[config.mk]
export PLATFORM = sky130hd
export DESIGN_NAME = datapath_sequencer
export DESIGN_NICKNAME = d
export VERILOG_FILES = /design/src/rtl/datapath_sequencer.sv
export SDC_FILE = /design/constraint.sdc
export NUM_CORES = 1
export LEC_CHECK = 0
export ABC_AREA = 0
export CAP_MARGIN = 20
export CORE_MARGIN = 2
export CORE_UTILIZATION = 32
export DETAILED_ROUTE_END_ITERATION = 8
export GPL_TIMING_DRIVEN = 0
export PLACE_DENSITY = 0.56
export SLEW_MARGIN = 20
export SYNTH_ARGS = -nofsm -noshare
export SYNTH_HDL_FRONTEND = slang
export SYNTH_SLANG_ARGS = --single-unit
[constraint.sdc]
create_clock -name clk -period 4 [get_ports clk]
set_input_delay 0.6 -clock clk [delete_from_list [all_inputs] [get_ports clk]]
set_output_delay 0.6 -clock clk [all_outputs]
set_load 0.01 [all_outputs]
[src/rtl/datapath_sequencer.sv]
// Multi-cycle controller for the register-file / ALU / 64x32 RAM datapath.
// Accepts one 20-bit instruction per pass through IDLE and sequences ISSUE, MEM, WB and DONE.
module datapath_sequencer #(
    parameter logic [2:0] ADD_OP = 3'b100
) (
    input  logic        clk,
    input  logic        Reset,
    input  logic        instr_valid,
    output logic        instr_ready,
    input  logic [19:0] instr,
    input  logic        ZF,
    input  logic        OF,
    output logic [4:0]  rs,
    output logic [4:0]  rt,
    output logic [4:0]  rd,
    output logic [2:0]  ALU_OP,
    output logic        Write_Reg,
    output logic        Mem_Write,
    output logic [1:0]  wr_data_s,
    output logic        done,
    output logic        busy,
    output logic        zf_q,
    output logic        of_q
);
    typedef enum logic [2:0] {S_IDLE, S_ISSUE, S_MEM, S_WB, S_DONE} state_t;

    state_t      r_state, w_next;
    logic [19:0] r_instr, w_word;
    logic        w_accept, w_alu;
    logic [4:0]  w_rs, w_rt, w_rd;
    logic [2:0]  w_alu_op;
    logic        w_wreg, w_mwr, w_done;
    logic [1:0]  w_wsel;

    assign instr_ready = (r_state == S_IDLE) & Reset;
    assign w_accept    = instr_valid & instr_ready;
    // On the accept edge the outputs must already reflect the incoming word.
    assign w_word      = w_accept ? instr : r_instr;
    assign w_alu       = (w_word[19:18] == 2'b00);

    always_comb begin
        w_next = r_state;
        case (r_state)
            S_IDLE:  if (w_accept) w_next = S_ISSUE;
            S_ISSUE: w_next = (r_instr[19:18] == 2'b00) ? S_WB : S_MEM;
            S_MEM:   w_next = S_WB;
            S_WB:    w_next = S_DONE;
            S_DONE:  w_next = S_IDLE;
            default: w_next = S_IDLE;
        endcase
    end

    // Outputs are registered, so they are computed from the state being entered.
    always_comb begin
        w_rs     = rs;
        w_rt     = rt;
        w_rd     = rd;
        w_alu_op = ALU_OP;
        w_wreg   = 1'b0;
        w_mwr    = 1'b0;
        w_wsel   = 2'b00;
        w_done   = 1'b0;
        case (w_next)
            S_IDLE: w_alu_op = ADD_OP;
            S_ISSUE, S_MEM, S_WB: begin
                w_rs     = w_word[14:10];
                w_rt     = w_word[9:5];
                w_rd     = w_word[4:0];
                w_alu_op = w_alu ? w_word[17:15] : ADD_OP;
                if (w_next == S_WB) begin
                    w_wreg = (w_word[19:18] != 2'b10);
                    w_mwr  = w_word[19];
                    w_wsel = w_alu ? 2'b00 : 2'b01;
                end
            end
            S_DONE:  w_done = 1'b1;
            default: ;
        endcase
    end

    always_ff @(posedge clk or negedge Reset) begin
        if (!Reset) begin
            r_state   <= S_IDLE;
            r_instr   <= '0;
            rs        <= '0;
            rt        <= '0;
            rd        <= '0;
            ALU_OP    <= ADD_OP;
            Write_Reg <= 1'b0;
            Mem_Write <= 1'b0;
            wr_data_s <= 2'b00;
            done      <= 1'b0;
            busy      <= 1'b0;
            zf_q      <= 1'b0;
            of_q      <= 1'b0;
        end else begin
            r_state   <= w_next;
            if (w_accept) r_instr <= instr;
            rs        <= w_rs;
            rt        <= w_rt;
            rd        <= w_rd;
            ALU_OP    <= w_alu_op;
            Write_Reg <= w_wreg;
            Mem_Write <= w_mwr;
            wr_data_s <= w_wsel;
            done      <= w_done;
            busy      <= (w_next != S_IDLE);
            // Flags are captured on the write-back edge of ALU instructions only.
            if (r_state == S_WB && r_instr[19:18] == 2'b00) begin
                zf_q <= ZF;
                of_q <= OF;
            end
        end
    end
endmodule

==> run summary, run 1 <==
Die Height: 84.6 microns
Total routed wirelength: 4810 microns
Port bufs: 49
Post-place setup slack: 750 ps
HP Class: in2async
Initial antenna violation count: 0
Status: finished, final reports clean
Leakage power: 1.17 nW
Crit path arrival time: 2610 ps
Synth cell types: 35
CTS H-tree depth: 2
Number of global-route vias before repair: 1611
Critical path class: in2out
Slew Limit Fails: 0
First-pass GRT wire length: 8120 microns
Relative slew slack: 53.2%
Antenna Nets Post-Route: 0
# Post-CTS Setup Buffers: 0
Ys async rst share: 100%
Power Dens Cells: 783 nW/um^2
Worst Path Required: 3400 ps
Mapped Nets: 207
TritonCTS Buffers: 5
DP Wirelength: 3250 microns
Die ar.: 7150 sq um
Via density: 4.95
Core area: 6310 sq um
Avg Cell Area, Syn: 11.4 sq um
Synth Flop Type: dfrtp_1
YS warnings: 0
Worst-Margin Slew: 695 ps
Clk_lat worst skew: 290 ps
Routed len/inst: 15.2 microns
CP startpoint kind: input pin
Ratio of cells with drive above 1 in the final layout: 15.1%
Hold buffers post-CTS: 0
Tot Pwr: 0.00215 W
DR vias: 1565
DRC violation count after routing: 0
Starting DRT DRC Count: 85
Final hold violations: 0
Clk_skew: 4.23 ps
Peak supply drop: 324 uV
CTS sink count: 48
Filler Cells Inserted: 625
Die Wd: 84.6 microns
Largest net degree at the start of global routing: 51
MaxCap Viol Count: 0
Gr usage total: 14.4%
Final Util: 43.4%
Starting density of the core: 32.9%
I/O pin total: 52
Clk buf depth: 2
GPL Wtd Cong: 0.770
Cells after Synth: 182
DRT Pass-1 Iters: 4
Antenna Cells: 0
Crit path max fanout: 50
EDFF count, synth: 0
Post-synthesis sequential area ratio: 57.9%
Nets: 263
CP endpoint kind: output pin
Final setup violation count: 0
Global route overflow: 0
Clock transition at path regs: 90 ps
FMAX: 0.312 GHz
Synthesized area: 2080 sq um
Rows: 29
Period utilization: 80.1%
Area delta synth->final: 32.0%
Yosys reg bits: 48
Root buf cell: clkbuf_8
Fin crit period: 3210 ps
Unrepaired setup endpoints after global routing: false
Final WS setup: 795 ps
Post-CTS sizing: 0
CTS tree: yes
[registers in the layout (all words and copies together), names as in the netlist]
| signal | flops |
|---|---|
| ALU_OP | 3 |
| Mem_Write | 1 |
| Write_Reg | 1 |
| busy | 1 |
| done | 1 |
| of_q | 1 |
| r_instr | 20 |
| r_state | 3 |
| rd | 5 |
| rs | 5 |
| rt | 5 |
| wr_data_s | 1 |
| zf_q | 1 |
[power by group]
group	switching [W]	internal, W
sequential	0.000102	0.000722
clock	0.000154	0.000123
combinational	0.000529	0.000518
[cells in the mapped netlist, types with 3 or more instances]
master     n  area share [%]
a21oi_1   20             4.8
a31oi_1   16             4.8
and2_1     3            0.90
buf_4      3             1.1
buf_6      3             1.6
clkbuf_1   3            0.54
dfrtp_1   47              57
inv_1      3            0.54
mux2_4     3             2.2
nand2_1   17             3.1
nand3_1    7             1.7
nand3_2    9             4.3
nor2_1     4            0.72
o21ai_0    7             1.7
o21ai_1   11             2.7
[cell usage in the layout, fill, tap and decap left out, drive strengths merged]
cell	count
a31oi	16
nand3	16
a221oi	1
clkdlybuf4s50	48
nor2	4
nand2	18
dfrtp	47
and3b	2
a221o	2
inv	5
a21oi	20
and2	3
o21bai	1
nor2b	2
dfstp	1
a211o	1
nor4	2
conb	1
or4b	1
nor4b	1
xnor2	1
clkinv	1
buf	12
clkbuf	10
mux2	5
o21ai	18
[critical path, cell delays in order]
cell,delay [ps]
buf_4,490
or4b_4,540
buf_6,180
inv_12,90
buf_12,140
clkdlybuf4s50_1,540
[metal layers]
| layer | part of all wire [%] | vias up | track usage [%] | routed length, microns |
|---|---|---|---|---|
| met5 | 0 | - | 0 | 0 |
| met4 | 0.85 | 0 | 3.90 | 41 |
| met2 | 47 | 37 | 23.0 | 2260 |
| met3 | 4.8 | 6 | 3.74 | 231 |
| met1 | 47 | 761 | 19.4 | 2280 |
| li1 | - | 761 | - | - |
[cells by family after synthesis]
family	count (synthesis)	synth area share, %
mux	5	3.25
other cells	1	0.181
xor+xnor	1	0.422
simple gates	49	15.5
flops	48	57.9
buf+inv	19	6.57
compound gates	59	16.1
[worst paths after layout]
| kind | start | endpoint | slack [ps] | cells past startpoint |
|---|---|---|---|---|
| worst min register to register | r_instr[9] | r_instr[9] | 490 | 2 |
| worst max register to register | r_state[2] | rd[1] | 1990 | 6 |
| worst min-delay path | Reset | done | 310 | 1 |
| worst max-delay path | Reset | instr_ready | 790 | 6 |
| max in group asynchronous | Reset | rt[4] | 3260 | 1 |
| min in group clk | r_instr[9] | r_instr[9] | 490 | 2 |
[stage by stage]
stage | std cells | hold WS, ps | area [sq um] | setup TNS [ps]
after floorplan | 182 | 304 | 2080 | 0
after global placement | 308 | 463 | 2660 | -2880
after detailed placement | 308 | 471 | 2660 | 0
after CTS | 316 | 341 | 2740 | 0
after global routing | 316 | 361 | 2740 | 0
final | 316 | 310 | 2740 | 0
[cell type report]
class                   count  area (sq um)  area share [%]
flip-flops and latches     48          1200            43.8
multi-input cells         115           738            26.9
repair buffers             49           488            17.8
plain buffers              14           105            3.83
well taps                  77          96.3            3.51
clock buffers               7          76.3            2.78
inverters                   5          31.3            1.14
clock inverters             1          5.00           0.182
Power figures use the tool's default switching activity.
==> run 2: changes to the inputs <==
==> constraint.sdc (replaced) <==
create_clock -name clk -period 3.3 [get_ports clk]
set_input_delay 0.495 -clock clk [delete_from_list [all_inputs] [get_ports clk]]
set_output_delay 0.495 -clock clk [all_outputs]
set_load 0.01 [all_outputs]
==> results of run 2 <==
Same layout as run 1 (identical final DEF). Status: finished, final reports clean.
Main changes from that run: setup slack after placement 750 ps -> 260 ps; setup slack after layout 795 ps -> 305 ps; hold slack 310 ps -> 205 ps; register-to-register setup slack 1990 ps -> 1290 ps; total power 0.00215 W -> 0.00260 W; worst IR drop on VDD 324 uV -> 392 uV
==> run 3: changes to the inputs <==
--- a/config.mk
+++ b/config.mk
@@ -10,8 +10,10 @@
 export CORE_MARGIN = 2
 export CORE_UTILIZATION = 32
 export DETAILED_ROUTE_END_ITERATION = 8
+export GPL_ROUTABILITY_DRIVEN = 0
 export GPL_TIMING_DRIVEN = 0
 export PLACE_DENSITY = 0.56
+export REMOVE_ABC_BUFFERS = 1
 export SLEW_MARGIN = 20
 export SYNTH_ARGS = -nofsm -noshare
 export SYNTH_HDL_FRONTEND = slang
==> run summary, run 3 (same netlist as run 1, synthesis figures left out) <==
Number of flip-flops under the largest register name: 20 (unchanged)
TritonCTS Buffers: 5 (unchanged)
Initial antenna violation count: 0 (unchanged)
HP Class: in2async
Peak supply drop: 365 uV
Number of global-route vias before repair: 1567 (-2.7%)
Fin crit period: 2980 ps
Final setup violation count: 0 (unchanged)
Crit path max fanout: 19 (-62%)
Gr usage total: 13.8% (-0.58 points)
Worst Path Required: 3460 ps
CP startpoint kind: input pin
Area delta synth->final: 29.1%
Final hold violations: 0 (unchanged)
Leakage power: 1.13 nW (-3.4%)
Core area: 6310 sq um (unchanged)
CTS tree: yes
Slew Limit Fails: 0 (unchanged)
Power Dens Cells: 975 nW/um^2
Status: finished, final reports clean
Rows: 29 (unchanged)
Total routed wirelength: 4670 microns (-2.9%)
CTS H-tree depth: 2 (unchanged)
Relative slew slack: 26.8% (-26 points)
Starting DRT DRC Count: 64 (-25%)
Post-route insts no fill: 303 (-4.1%)
CTS sink count: 48 (unchanged)
Via density: 4.91 (-0.77%)
Commonest cells after routing, fill and taps aside: 49 x clkdlybuf4s50_1, 47 x dfrtp_1, 19 x a21oi_1, 17 x nand2_1, 16 x a31oi_1
Die Wd: 84.6 microns (unchanged)
Antenna Cells: 0 (unchanged)
DRC violation count after routing: 0 (unchanged)
Crit path arrival time: 3140 ps
Clk_skew: 8.57 ps (+4.34 ps)
Clk buf depth: 2 (unchanged)
Ratio of cells with drive above 1 in the final layout: 13.3% (-1.8 points)
I/O pin total: 52 (unchanged)
Largest net degree at the start of global routing: 51 (unchanged)
Clk_lat worst skew: 310 ps (+20 ps)
Commonest non-fill, non-tap cell in the layout: clkdlybuf4s50_1
Period utilization: 90.2%
MaxCap Viol Count: 0 (unchanged)
Filler Cells Inserted: 626 (+0.16%)
Routed len/inst: 15.4 microns (+1.2%)
Final Util: 42.5% (-0.97 points)
Port bufs: 50 (+2.0%)
Nets: 250 (-4.9%)
Post-CTS sizing: 0 (unchanged)
Unrepaired setup endpoints after global routing: false
Worst-Margin Slew: 1090 ps (+399 ps)
Hold buffers post-CTS: 0 (unchanged)
FMAX: 0.336 GHz
DR vias: 1489 (-4.9%)
Starting density of the core: 32.9% (unchanged)
Root buf cell: clkbuf_8
# Post-CTS Setup Buffers: 0 (unchanged)
DRT Pass-1 Iters: 6 (+2)
Global route overflow: 0 (unchanged)
Placed cells: 295 (-4.2%)
Design area: 2680 sq um (-2.2%)
Die Height: 84.6 microns (unchanged)
DP Wirelength: 2930 microns (-10%)
Dpl cell area: 2570 sq um (-3.4%)
Die ar.: 7150 sq um (unchanged)
Antenna Nets Post-Route: 0 (unchanged)
Critical path class: in2reg
CP endpoint kind: register
Top reg by flops: r_instr
Clock transition at path regs: 90 ps (about the same)
First-pass GRT wire length: 7800 microns (-4.0%)
## run 3: where the power goes
group	internal (W)	switching, W	leakage, nW	total [W]
sequential	0.000875	0.000155	0.589	0.00103
clock	0.000224	0.000204	0.0541	0.000428
combinational	0.000563	0.000592	0.488	0.00116
## run 3: worst max-delay path, cell delays in order
cell	delay (ps)
clkdlybuf4s50_1	1200
a211o_1	630
and2_1	630
a31oi_1	180
## run 3: path summary, 6_finish.rpt
check                      cells past startpoint  slack [ps]          to   startpoint
min                                            1         200       rt[1]        Reset
max in group asynchronous                      1        2700       rt[2]        Reset
max reg2reg                                    3        1140       rs[3]   r_state[1]
max                                            4         320       rs[3]  instr_valid
min in group clk                               2         490  r_instr[7]   r_instr[7]
min reg2reg                                    2         490  r_instr[7]   r_instr[7]
## run 3: cell type report
class	count	area, sq um	share of cell area (%)
Sequential cell	48	1200	44.8
Multi-Input combinational cell	115	742	27.7
Timing Repair Buffer	50	498	18.6
Tap cell	77	96.3	3.59
Clock buffer	5	68.8	2.57
Clock inverter	3	42.5	1.59
Inverter	5	31.3	1.17
## run 3: metal layers
metal,global-route usage [%],vias to the layer above,wire [microns]
met4,3.75,0,48
met5,0,-,0
met1,19.5,715,2250
li1,-,732,-
met2,20.6,36,2180
met3,4.33,6,200
## run 3: through the flow
step / setup TNS, ps / total power [W] / hold WS, ps / setup WS (ps)
after floorplan: 0 / 0.00167 / 199 / 1520
after global placement: -34040 / 0.00218 / 467 / -1390
after detailed placement: -43.6 / 0.00221 / 474 / -20.1
after CTS: 0 / 0.00264 / 225 / 260
after global routing: 0 / 0.00280 / 243 / 167
final: 0 / 0.00261 / 199 / 323
